`config.mk`:
```
export PLATFORM = sky130hd
export DESIGN_NAME = lcd_driver
export DESIGN_NICKNAME = d
export VERILOG_FILES = /design/src/rtl/lcd_driver.sv
export SDC_FILE = /design/constraint.sdc
export NUM_CORES = 1
export LEC_CHECK = 0
export BUFFER_PORTS_ARGS = -buffer_cell sky130_fd_sc_hd__buf_2
export CAP_MARGIN = 15
export CORE_MARGIN = 10
export CORE_UTILIZATION = 35
export CTS_CLUSTER_DIAMETER = 50
export DETAILED_ROUTE_END_ITERATION = 6
export GPL_ROUTABILITY_DRIVEN = 0
export PLACE_DENSITY_LB_ADDON = 0.12
export SYNTH_ARGS = -nofsm -noshare
export SYNTH_HDL_FRONTEND = slang
export SYNTH_SLANG_ARGS = --single-unit
```
`constraint.sdc`:
```
create_clock -name pclk -period 7.9 [get_ports pclk]
set_input_delay 1.58 -clock pclk [delete_from_list [all_inputs] [get_ports pclk]]
set_output_delay 1.58 -clock pclk [all_outputs]
set_load 0.01 [all_outputs]
```
`src/rtl/lcd_driver.sv`:
```
// RGB-interface LCD timing generator: panel timing chosen by lcd_id at reset,
// pixel coordinates requested one cycle ahead of the registered panel outputs.
module lcd_driver (
    input  logic        pclk,
    input  logic        rst_n,
    input  logic [15:0] lcd_id,
    input  logic [23:0] pixel_data,
    output logic [10:0] pixel_row,
    output logic [10:0] pixel_line,
    output logic        lcd_clk,
    output logic [23:0] lcd_rgb,
    output logic        lcd_hs,
    output logic        lcd_vs,
    output logic        lcd_de
);

    typedef enum logic [2:0] {
        T_4342 = 3'd0,
        T_7084 = 3'd1,
        T_7016 = 3'd2,
        T_4384 = 3'd3,
        T_1018 = 3'd4
    } timing_t;

    timing_t     sel;
    logic [10:0] h_cnt, v_cnt;
    logic [10:0] h_sync, h_back, h_disp, h_total;
    logic [10:0] v_sync, v_back, v_disp, v_total;
    logic [10:0] h_start, h_end, v_start, v_end;
    logic        req;

    assign lcd_clk = pclk;

    // Timing select only follows lcd_id while held in reset.
    always_ff @(posedge pclk) begin
        if (!rst_n) begin
            case (lcd_id)
                16'h7084: sel <= T_7084;
                16'h7016: sel <= T_7016;
                16'h4384: sel <= T_4384;
                16'h1018: sel <= T_1018;
                default:  sel <= T_4342;
            endcase
        end
    end

    always_comb begin
        h_sync  = 11'd41;  h_back = 11'd2;  h_disp = 11'd480;  h_total = 11'd525;
        v_sync  = 11'd10;  v_back = 11'd2;  v_disp = 11'd272;  v_total = 11'd286;
        case (sel)
            T_7084, T_4384: begin
                h_sync = 11'd128; h_back = 11'd88;  h_disp = 11'd800;  h_total = 11'd1056;
                v_sync = 11'd2;   v_back = 11'd33;  v_disp = 11'd480;  v_total = 11'd525;
            end
            T_7016: begin
                h_sync = 11'd20;  h_back = 11'd140; h_disp = 11'd1024; h_total = 11'd1344;
                v_sync = 11'd3;   v_back = 11'd20;  v_disp = 11'd600;  v_total = 11'd635;
            end
            T_1018: begin
                h_sync = 11'd10;  h_back = 11'd80;  h_disp = 11'd1280; h_total = 11'd1440;
                v_sync = 11'd3;   v_back = 11'd10;  v_disp = 11'd800;  v_total = 11'd823;
            end
            default: ;
        endcase
    end

    // Horizontal window opens one count early so the request leads the registered outputs.
    assign h_start = h_sync + h_back - 11'd1;
    assign h_end   = h_start + h_disp;
    assign v_start = v_sync + v_back;
    assign v_end   = v_start + v_disp;

    assign req = (h_cnt >= h_start) && (h_cnt < h_end) &&
                 (v_cnt >= v_start) && (v_cnt < v_end);

    assign pixel_row  = req ? (h_cnt - h_start) : 11'd0;
    assign pixel_line = req ? (v_cnt - v_start) : 11'd0;

    always_ff @(posedge pclk) begin
        if (!rst_n) begin
            h_cnt <= 11'd0;
            v_cnt <= 11'd0;
        end else if (h_cnt == h_total - 11'd1) begin
            h_cnt <= 11'd0;
            v_cnt <= (v_cnt == v_total - 11'd1) ? 11'd0 : v_cnt + 11'd1;
        end else begin
            h_cnt <= h_cnt + 11'd1;
        end
    end

    always_ff @(posedge pclk) begin
        if (!rst_n) begin
            lcd_de  <= 1'b0;
            lcd_rgb <= 24'h0;
            lcd_hs  <= 1'b1;
            lcd_vs  <= 1'b1;
        end else begin
            lcd_de  <= req;
            lcd_rgb <= req ? pixel_data : 24'h0;
            lcd_hs  <= ~(h_cnt < h_sync);
            lcd_vs  <= ~(v_cnt < v_sync);
        end
    end

endmodule

```
Word level (Yosys, flattened, before mapping)
Index checks and enable logic that the tools add are counted. W data, S select, Z words.

Flip-flop bits (word level): 52. Bits in read-only memories: 0. Bits of input ports: 42. Memory bits (writable): 0. Latch bits: 0. Logic and storage cells: 56. Memories kept: 0. Output and inout port bits: 50.

Bitwise gates (word level): 3. Shifts and indexed selects: 0. Add/sub/neg operators: 11. Muxes and demuxes: 12. Multiply operators: 0. Order comparisons: 6. Reductions and logical operators: 7. Eq/ne operators: 10. Div/mod/pow operators: 0.

Operators by type and width (count): $pmux W11 S3 (2); $pmux W10 S3 (2); $eq A16 B15 Y1 const B (3); $pmux W8 S3 (2); $add A11 B11 Y11 (4); $lt A11 B11 Y1 (4); $mux W11 (3); $sub A11 B1 Y11 const B (3); $add A11 B1 Y11 const B (2); $eq A11 B11 Y1 (2); $ge A11 B11 Y1 (2); $sub A11 B11 Y11 (2); $pmux W6 S3 (1); $eq A16 B13 Y1 const B (1); $pmux W3 S4 (1); $pmux W4 S2 (1); $eq A3 B2 Y1 const B (2); $reduce_or A2 Y1 (3); $eq A3 B1 Y1 const B (1); $eq A3 B3 Y1 const B (1); $logic_and A1 B1 Y1 (3); $not A1 Y1 (3); $reduce_and A2 Y1 (1).

Depth between registers and ports, before layout
Gate-level depths: netlist of the first run.

Word-level depth: 11. Mapped depth: 30. Mapped depth without buffers: 27.

==> results of run 1 <==
[cell type report]
type,count,share of cell area [%]
multi-input cells,406,56.76
flip-flops and latches,52,20.48
repair buffers,107,11.06
clock buffers,11,4.475
inverters,48,3.542
well taps,147,3.518
clock inverters,1,0.1675
[Yosys cell counts, drive strengths merged (14+ instances only)]
cell,instances
a21oi,21
and3,28
clkbuf,14
dfxtp,49
ha,62
inv,47
nand2,26
nand3,20
nor2,64
nor3,15
o21ai,19
xnor2,38
xor2,16
[final timing paths]
kind	to	slack (ps)	start
worst max-delay path	pixel_row[9]	510	sel[2]
worst min-delay path	h_cnt[0]	490	h_cnt[0]
worst min register to register	h_cnt[0]	490	h_cnt[0]
worst max register to register	lcd_de	2580	sel[2]
[registers in the layout, summed over array words and instances, names as in the netlist]
signal / cells
lcd_rgb: 24
h_cnt: 11
lcd_de: 1
sel: 3
lcd_vs: 1
lcd_hs: 1
v_cnt: 11
[metal layers]
metal,vias to the layer above,track usage (%),share of wire [%]
met5,-,0,0
met3,5,3.223,4.0
met2,53,22.63,48
li1,2020,-,-
met4,0,2.616,0.37
met1,1796,17.00,47
[timing repair]
item	CTS	global route
resized for setup	2	9
pin swaps	0	2
setup endpoints to repair	13	22
setup buffers	2	7
[power by group]
part           total [mW]  internal [mW]  leakage, nW  switching [mW]
Sequential          0.272          0.267        0.424         0.00426
Combinational       0.221          0.100         2.07           0.121
Clock               0.315          0.206        0.121           0.109
[cell families after synthesis]
kind of cell | Yosys count
and+or+nand+nor | 204
AOI/OAI and AO/OA | 82
buffers and inverters | 70
adders and majority gates | 64
xor gates and xnor gates | 54
DFF | 52
other | 1
muxes | 1
[metrics by stage]
stage | hold slack (ps) | power [mW]
2_1_floorplan | 441.4 | 0.4485
3_3_place_gp | 483.5 | 0.4988
3_5_place_dp | 484.6 | 0.5010
4_1_cts | 501.1 | 0.8125
5_1_grt | 514.4 | 0.8648
6_report | 494.3 | 0.8075
[layout by cell type, fill, tap and decap left out, types with 6 or more instances in the layout]
cell and instances:
dfxtp_1 49, nor2b_1 6, xnor2_1 38, clkbuf_16 9
buf_4 17, o21ai_0 18, nand2_1 25, nor3_1 14
xor2_1 14, a21o_1 8, nor4_1 6, o21a_1 7
a21oi_1 21, nor2_1 63, ha_1 61, and3_1 28
buf_2 91, nand3_1 20, inv_1 45, nand4_1 8
==> results.sh, run 1 <==
export IMPL_syn_area_um2=4283
export IMPL_fin_crit_ps=7393
export IMPL_grt_pass1_wl_um=18590
export IMPL_arrival_ps=5810
export IMPL_worst_slack_ps=507.0
export IMPL_netlist_top_cells_area="dfxtp_1, ha_1, xnor2_1, nor2_1, inv_1"
export IMPL_synth_compound_area_share_pct=12.83
export IMPL_synthFlopType="dfxtp_1"
export IMPL_antenna_found_initial=0
export IMPL_end_kind="primary output"
export IMPL_yosysSeqAreaShare_pct=25.01
export IMPL_multi_input_area_um2=2968
export IMPL_path_depth=29
export IMPL_synth_top_area_share_pct=22.90
export IMPL_vias_per_cell=5.018
export IMPL_hold_depth=1
export IMPL_remaining_drc_errors=0
export IMPL_drtIter0Drc=121
export IMPL_ys_warn_count=0
export IMPL_synth_mux_area_share_pct=0.2629
export IMPL_clock_latency_ps=400
export IMPL_drive_gt1_share_pct=22.08
export IMPL_hp_class="reg -> reg"
export IMPL_final_nets=730
export IMPL_synth_xor_area_share_pct=11.04
export IMPL_cp_start_kind="flop"
export IMPL_period_share_pct=93.58
export IMPL_avgSynthCellArea_um2=8.111
export IMPL_fin_util_pct=43.53
export IMPL_area_sequential_um2=1071
export IMPL_die_y_um=130.6
export IMPL_ff2ff_path_depth=28
export IMPL_fp_dieW_um=130.6
export IMPL_ios=92
export IMPL_placed_area_um2=4877
export IMPL_placedCellCount=752
export IMPL_die_area_um2=17060
export IMPL_first_global_vias=3743
export IMPL_grt_usage_pct=13.40
export IMPL_synth_fa_ha_area_share_pct=19.05
export IMPL_rsz0062_at_grt="false"
export IMPL_tightestPinTransition_ps=747.3
export IMPL_fin_skew_ps=3.260
export IMPL_dr_pass1_iters=4
export IMPL_yosysTopAreaCell="dfxtp_1"
export IMPL_cellPowerDensity_nw_per_um2=154.4
export IMPL_cpPeakStageDelay_ps=430
export IMPL_core_area_um2=12010
export IMPL_max_slew_margin_rel_pct=49.53
export IMPL_cts_tree="yes"
export IMPL_post_place_ws_ps=256.3
export IMPL_n_fill_cell=1238
export IMPL_crit_family="simple AND/OR/NAND/NOR gates"
export IMPL_rows=40
export IMPL_vias=3874
export IMPL_fin_cells=772
export IMPL_slew_violations=0
export IMPL_synth_fp_nets=634
export IMPL_cp_num_buf_inv=8
export IMPL_routed_wl_um=11940
export IMPL_ys_ff_latch=52
export IMPL_p_leak_nw=2.619
export IMPL_async_reset_ff_share_pct=0
export IMPL_synth_distinct_cells=59
export IMPL_grt_start_max_net_pins=30
export IMPL_worstPathRequired_ps=6320
export IMPL_outcome="finished, final reports clean"
export IMPL_dp_hpwl_um=9373
export IMPL_postRouteAntennaNets=0
export IMPL_synth_edf_count=3
export IMPL_start_util_pct=35.66
export IMPL_hold_buffers=0
export IMPL_maxCapViolCount=0
export IMPL_synth_top_family_by_area="simple AND/OR/NAND/NOR gates"
export IMPL_path_clk_slew_ps=70
export IMPL_n_antenna_cell=0
export IMPL_setup_viol=0
export IMPL_hold_violations=0
export IMPL_ir_drop_mv=0.07380
export IMPL_cp_max_fo=10
export IMPL_stdcell_area_um2=5229
export IMPL_wire_per_inst_um=15.46
export IMPL_setup_tns_ps=0
export IMPL_critPathKind="reg -> out"
export IMPL_fmax_ghz=0.1353
export IMPL_grt_ovfl_total=0
export IMPL_yosys_area_share_simple_pct=24.92
export IMPL_cpMaxStageDelayCell="edfxtp_1"
export IMPL_areaGrowthSynthToFinish_pct=22.09
export IMPL_synthCells=528
export IMPL_portBuffers=91
(Power assumes the default switching activity.)
==> run 2, diff against run 1 <==
Settings changed: ABC_AREA set to 1, GPL_TIMING_DRIVEN set to 0.
==> results.sh, run 2 <==
export IMPL_syn_area_um2=4772
export IMPL_synth_distinct_cells=47
export IMPL_drive_gt1_share_pct=19.56
export IMPL_cellPowerDensity_nw_per_um2=139.7
export IMPL_fin_cells=999
export IMPL_path_depth=30
export IMPL_cpPeakStageDelay_ps=430
export IMPL_hold_buffers=0
export IMPL_fin_skew_ps=5.684
export IMPL_yosysTopAreaCell="dfxtp_1"
export IMPL_regMostFlops="lcd_rgb"
export IMPL_rsz0062_at_grt="false"
export IMPL_path_clk_slew_ps=70
export IMPL_crit_family="simple AND/OR/NAND/NOR gates"
export IMPL_hold_violations=0
export IMPL_ff2ff_path_depth=30
export IMPL_final_common_cell="nand2_1"
export IMPL_wire_per_inst_um=13.71
export IMPL_critPathKind="reg -> out"
export IMPL_start_util_pct=35.89
export IMPL_slew_violations=0
export IMPL_synth_top_area_share_pct=20.56
export IMPL_grt_start_max_net_pins=18
export IMPL_synthFlopType="dfxtp_1"
export IMPL_synthCells=713
export IMPL_internal_power_uw=555.6
export IMPL_remaining_drc_errors=0
export IMPL_seqPwrFrac_pct=33.6
export IMPL_ir_drop_mv=0.1611
export IMPL_die_y_um=136.8
export IMPL_maxCapViolCount=0
export IMPL_core_area_um2=13300
export IMPL_async_reset_ff_share_pct=0
export IMPL_switching_power_uw=250.9
export IMPL_cp_max_fo=13
export IMPL_routed_wl_um=13690
export IMPL_grt_pass1_wl_um=22850
export IMPL_synth_edf_count=3
export IMPL_first_global_vias=4709
export IMPL_crit_top_cell="ha_1"
export IMPL_yosysSeqAreaShare_pct=22.44
export IMPL_synth_most_common_cell="nand2_1"
export IMPL_swShare_pct=31.11
export IMPL_synth_fp_nets=819
export IMPL_vias=4673
export IMPL_dp_hpwl_um=11250
export IMPL_placed_area_um2=5448
export IMPL_final_nets=928
export IMPL_fmax_ghz=0.1372
export IMPL_ys_ff_latch=52
export IMPL_clock_latency_ps=400
export IMPL_fp_dieW_um=136.8
export IMPL_arrival_ps=5710
export IMPL_ys_warn_count=0
export IMPL_cts_tree="yes"
export IMPL_combinationalPowerShare_pct=28.7
export IMPL_dr_pass1_iters=5
export IMPL_ios=92
export IMPL_p_leak_nw=3.268
export IMPL_vias_per_cell=4.678
export IMPL_outcome="finished, final reports clean"
export IMPL_n_antenna_cell=0
export IMPL_period_share_pct=92.24
export IMPL_hold_depth=1
export IMPL_end_kind="primary output"
export IMPL_areaGrowthSynthToFinish_pct=20.98
export IMPL_placedCellCount=980
export IMPL_cp_start_kind="flop"
export IMPL_antenna_found_initial=0
export IMPL_netlist_top_cells_area="dfxtp_1, ha_1, nand2_1, inv_1, nor2_1"
export IMPL_largest_reg_flops=24
export IMPL_top_regs="lcd_rgb (24), h_cnt (11), v_cnt (11)"
export IMPL_grt_ovfl_total=0
export IMPL_synthTopCellsByCount="nand2_1, inv_1, nor2_1"
export IMPL_grt_usage_pct=15.06
export IMPL_postRouteAntennaNets=0
export IMPL_portBuffers=91
export IMPL_worstPathRequired_ps=6320
export IMPL_cp_num_buf_inv=7
export IMPL_clkPwrFrac_pct=37.7
export IMPL_setup_viol=0
export IMPL_fin_crit_ps=7287
export IMPL_final_cell_mix="nand2_1, inv_1, nor2_1"
export IMPL_avgSynthCellArea_um2=6.693
export IMPL_cpMaxStageDelayCell="edfxtp_1"
export IMPL_die_area_um2=18700
export IMPL_stdcell_area_um2=5773
export IMPL_drtIter0Drc=216
export IMPL_rows=42
export IMPL_hp_class="reg -> reg"
[run 2: cell count changes in the layout (fill, tap and decap cells not counted), sizes merged, moves of 11 or more]
cell   previous run  this run
nand2            26       146
a21oi            21        32
and3             28         0
nand3            20        42
inv              47       137
nor2             64       107
xnor2            38        14
xor2             16        30
[run 2: metrics by stage]
| step | power, mW | setup WS, ps | hold slack [ps] | util (%) | TNS [ps] |
|---|---|---|---|---|---|
| 3_5_place_dp | 0.5156 | 3.707 | 476.6 | 40.98 | 0 |
| 6_report | 0.8065 | 612.9 | 475.6 | 43.42 | 0 |
| 3_3_place_gp | 0.5116 | -3.729 | 451.8 | 40.98 | -3.729 |
| 2_1_floorplan | 0.4575 | 1135 | 429.6 | - | 0 |
| 5_1_grt | 0.8714 | 82.76 | 513.2 | 43.42 | 0 |
| 4_1_cts | 0.8132 | 4.474 | 491.8 | 42.76 | 0 |
[run 2: cell type report]
type,count,area [um2]
inverters,138,521.8
multi-input cells,510,3119
repair buffers,98,510.5
well taps,176,220.2
clock buffers,9,205.2
plain buffers,13,102.6
clock inverters,3,22.52
flip-flops and latches,52,1071
fillers,1414,7522
[run 2: worst register-to-register path: cells and delay by family, from the launching register on]
kind / cells / cell delay [ps]
buffers and inverters: 7 / 1020
flip-flops: 1 / 430
AO/OA/AOI/OAI: 4 / 680
AND/OR/NAND/NOR: 11 / 1410
XOR/XNOR: 3 / 530
adder cells (fa/ha/maj): 5 / 1210
[run 2: kinds of logic after synthesis]
kind of cell	count (synthesis)	synth area share, %
simple gates	341	32.51
buf+inv	151	12.90
compound gates	60	6.896
other cells	1	0.07858
xor+xnor	44	8.076
fa+ha+maj	64	17.09
flops	52	22.44
[run 2: metal layers]
metal,vias up,global-route usage (%),wire length (um)
met4,0,6.154,255
met5,-,0,0
met3,18,4.692,1033
met2,145,23.97,6029
li1,2449,-,-
met1,2061,18.44,6373
[run 2: what timing repair did]
item,in CTS,in global routing
resized for setup,5,6
endpoints found under the setup margin,22,22
setup buffers,0,8
pin swaps,0,3
[run 2: worst paths after layout]
check           start      endpoint  slack [ps]
max            sel[0]  pixel_row[7]         610
min          h_cnt[0]      h_cnt[0]         480
min reg2reg  h_cnt[0]      h_cnt[0]         480
max reg2reg    sel[0]    lcd_rgb[7]        2540
[run 2: power by group through the flow]
stage          logic, mW  registers, mW  clock network (mW)
6_report           0.231          0.271               0.304
2_1_floorplan      0.170          0.277              0.0104
4_1_cts            0.227          0.271               0.316
3_3_place_gp       0.220          0.277              0.0145
3_5_place_dp       0.224          0.277              0.0145
5_1_grt            0.268          0.271               0.332
==> run 3, diff against run 2 <==
Settings changed: ABC_AREA 1 to unset, TNS_END_PERCENT set to 50.
==> results.sh, run 3 (synthesized netlist as in run 1, its figures left out) <==
export IMPL_grt_ovfl_total=0
export IMPL_arrival_ps=5950
export IMPL_outcome="finished, final reports clean"
export IMPL_final_common_cell="buf_2"
export IMPL_cpPeakStageDelay_ps=410
export IMPL_setup_tns_ps=0
export IMPL_core_area_um2=12010
export IMPL_multi_input_area_um2=3063
export IMPL_post_place_ws_ps=-1135
export IMPL_wire_per_inst_um=15.79
export IMPL_n_fill_cell=1201
export IMPL_fp_dieW_um=130.6
export IMPL_n_antenna_cell=0
export IMPL_remaining_drc_errors=0
export IMPL_hp_class="reg -> reg"
export IMPL_end_kind="primary output"
export IMPL_postRouteAntennaNets=0
export IMPL_rows=40
export IMPL_dp_hpwl_um=9833
export IMPL_period_share_pct=95.34
export IMPL_ir_drop_mv=0.09369
export IMPL_clkPwrFrac_pct=38.9
export IMPL_fin_cells=791
export IMPL_vias_per_cell=5.099
export IMPL_dr_pass1_iters=5
export IMPL_clock_latency_ps=410
export IMPL_placedCellCount=765
export IMPL_seqPwrFrac_pct=32.5
export IMPL_portBuffers=90
export IMPL_worstPathRequired_ps=6320
export IMPL_slew_violations=0
export IMPL_final_cell_mix="buf_2, ha_1, nor2_1"
export IMPL_setup_viol=0
export IMPL_first_global_vias=3947
export IMPL_grt_pass1_wl_um=19630
export IMPL_antenna_found_initial=0
export IMPL_start_util_pct=35.66
export IMPL_crit_top_cell="ha_1"
export IMPL_areaGrowthSynthToFinish_pct=27.20
export IMPL_vias=4033
export IMPL_crit_family="adder cells"
export IMPL_die_area_um2=17060
export IMPL_top_regs="lcd_rgb (24), h_cnt (11), v_cnt (11)"
export IMPL_max_slew_margin_rel_pct=25.30
export IMPL_cpMaxStageDelayCell="edfxtp_1"
export IMPL_grt_usage_pct=14.28
export IMPL_final_nets=749
export IMPL_totalPowerFinal_uw=835.1
export IMPL_area_sequential_um2=1071
export IMPL_cellPowerDensity_nw_per_um2=153.3
export IMPL_switching_power_uw=246.6
export IMPL_drtIter0Drc=189
export IMPL_path_clk_slew_ps=70
export IMPL_cts_tree="yes"
export IMPL_cp_start_kind="flop"
export IMPL_cp_max_fo=10
export IMPL_routed_wl_um=12490
export IMPL_swShare_pct=29.53
export IMPL_drive_gt1_share_pct=25.16
export IMPL_grt_start_max_net_pins=17
export IMPL_cp_num_buf_inv=6
export IMPL_fin_crit_ps=7532
export IMPL_ios=92
export IMPL_maxCapViolCount=0
export IMPL_largest_reg_flops=24
export IMPL_fin_util_pct=45.35
export IMPL_tightestPinTransition_ps=1092
export IMPL_internal_power_uw=588.4
export IMPL_critPathKind="reg -> out"
export IMPL_hold_buffers=0
export IMPL_regMostFlops="lcd_rgb"
export IMPL_die_y_um=130.6
export IMPL_p_leak_nw=2.702
export IMPL_fin_skew_ps=7.457
export IMPL_hold_violations=0
export IMPL_worst_slack_ps=368.3
export IMPL_fmax_ghz=0.1328
export IMPL_combinationalPowerShare_pct=28.6
-- run 3: worst register-to-register path, delay by kind of cell, from the launching register on --
kind                     cells  cell delay, ps
AND/OR/NAND/NOR              7             860
XOR/XNOR                     4             720
adder cells (fa/ha/maj)      5            1240
flip-flops                   1             410
buffers and inverters        8            1420
AO/OA/AOI/OAI                8            1200
-- run 3: area by class of cell --
class | instances | share of cell area [%]
inverter | 48 | 3.399
clock buffer | 11 | 4.295
multi-input combinational | 406 | 56.22
buffer | 20 | 2.366
timing repair buffer | 106 | 10.52
sequential | 52 | 19.66
tap | 147 | 3.376
clock inverter | 1 | 0.1608
-- run 3: stage by stage --
step / instance area [um2] / hold WS [ps]
floorplan: 4283 / 441.4
global placement: 4917 / 474.2
detailed placement: 4917 / 485.8
CTS: 5295 / 503.1
global route: 5448 / 508.2
finish: 5448 / 504.1
-- run 3: worst paths after layout --
check / to / slack [ps] / cells after the start / startpoint
setup / recovery: pixel_line[3] / 370 / 30 / sel[2]
hold / removal: h_cnt[0] / 500 / 1 / h_cnt[0]
setup reg to reg: lcd_rgb[15] / 1980 / 32 / sel[2]
hold reg to reg: h_cnt[0] / 500 / 1 / h_cnt[0]
-- run 3: per-layer routing --
metal	share of wire [%]	up-vias	GRT usage (%)
met2	47	84	23.58
li1	-	2055	-
met3	6.2	18	3.425
met1	46	1876	18.30
met4	1.2	0	3.466
met5	0	-	0
-- run 3: power groups by stage --
stage / combinational, mW / sequential (mW) / clock [mW]
after floorplan: 0.162 / 0.276 / 0.0104
after global placement: 0.211 / 0.277 / 0.0145
after detailed placement: 0.216 / 0.277 / 0.0145
after CTS: 0.227 / 0.271 / 0.333
after global routing: 0.268 / 0.271 / 0.348
final: 0.239 / 0.271 / 0.325
-- run 3: repair_timing --
item	in CTS	in global routing
setup endpoints to repair	22	22
gates cloned	0	0
pin swaps	6	6
resized for setup	22	22
buffers inserted	7	10
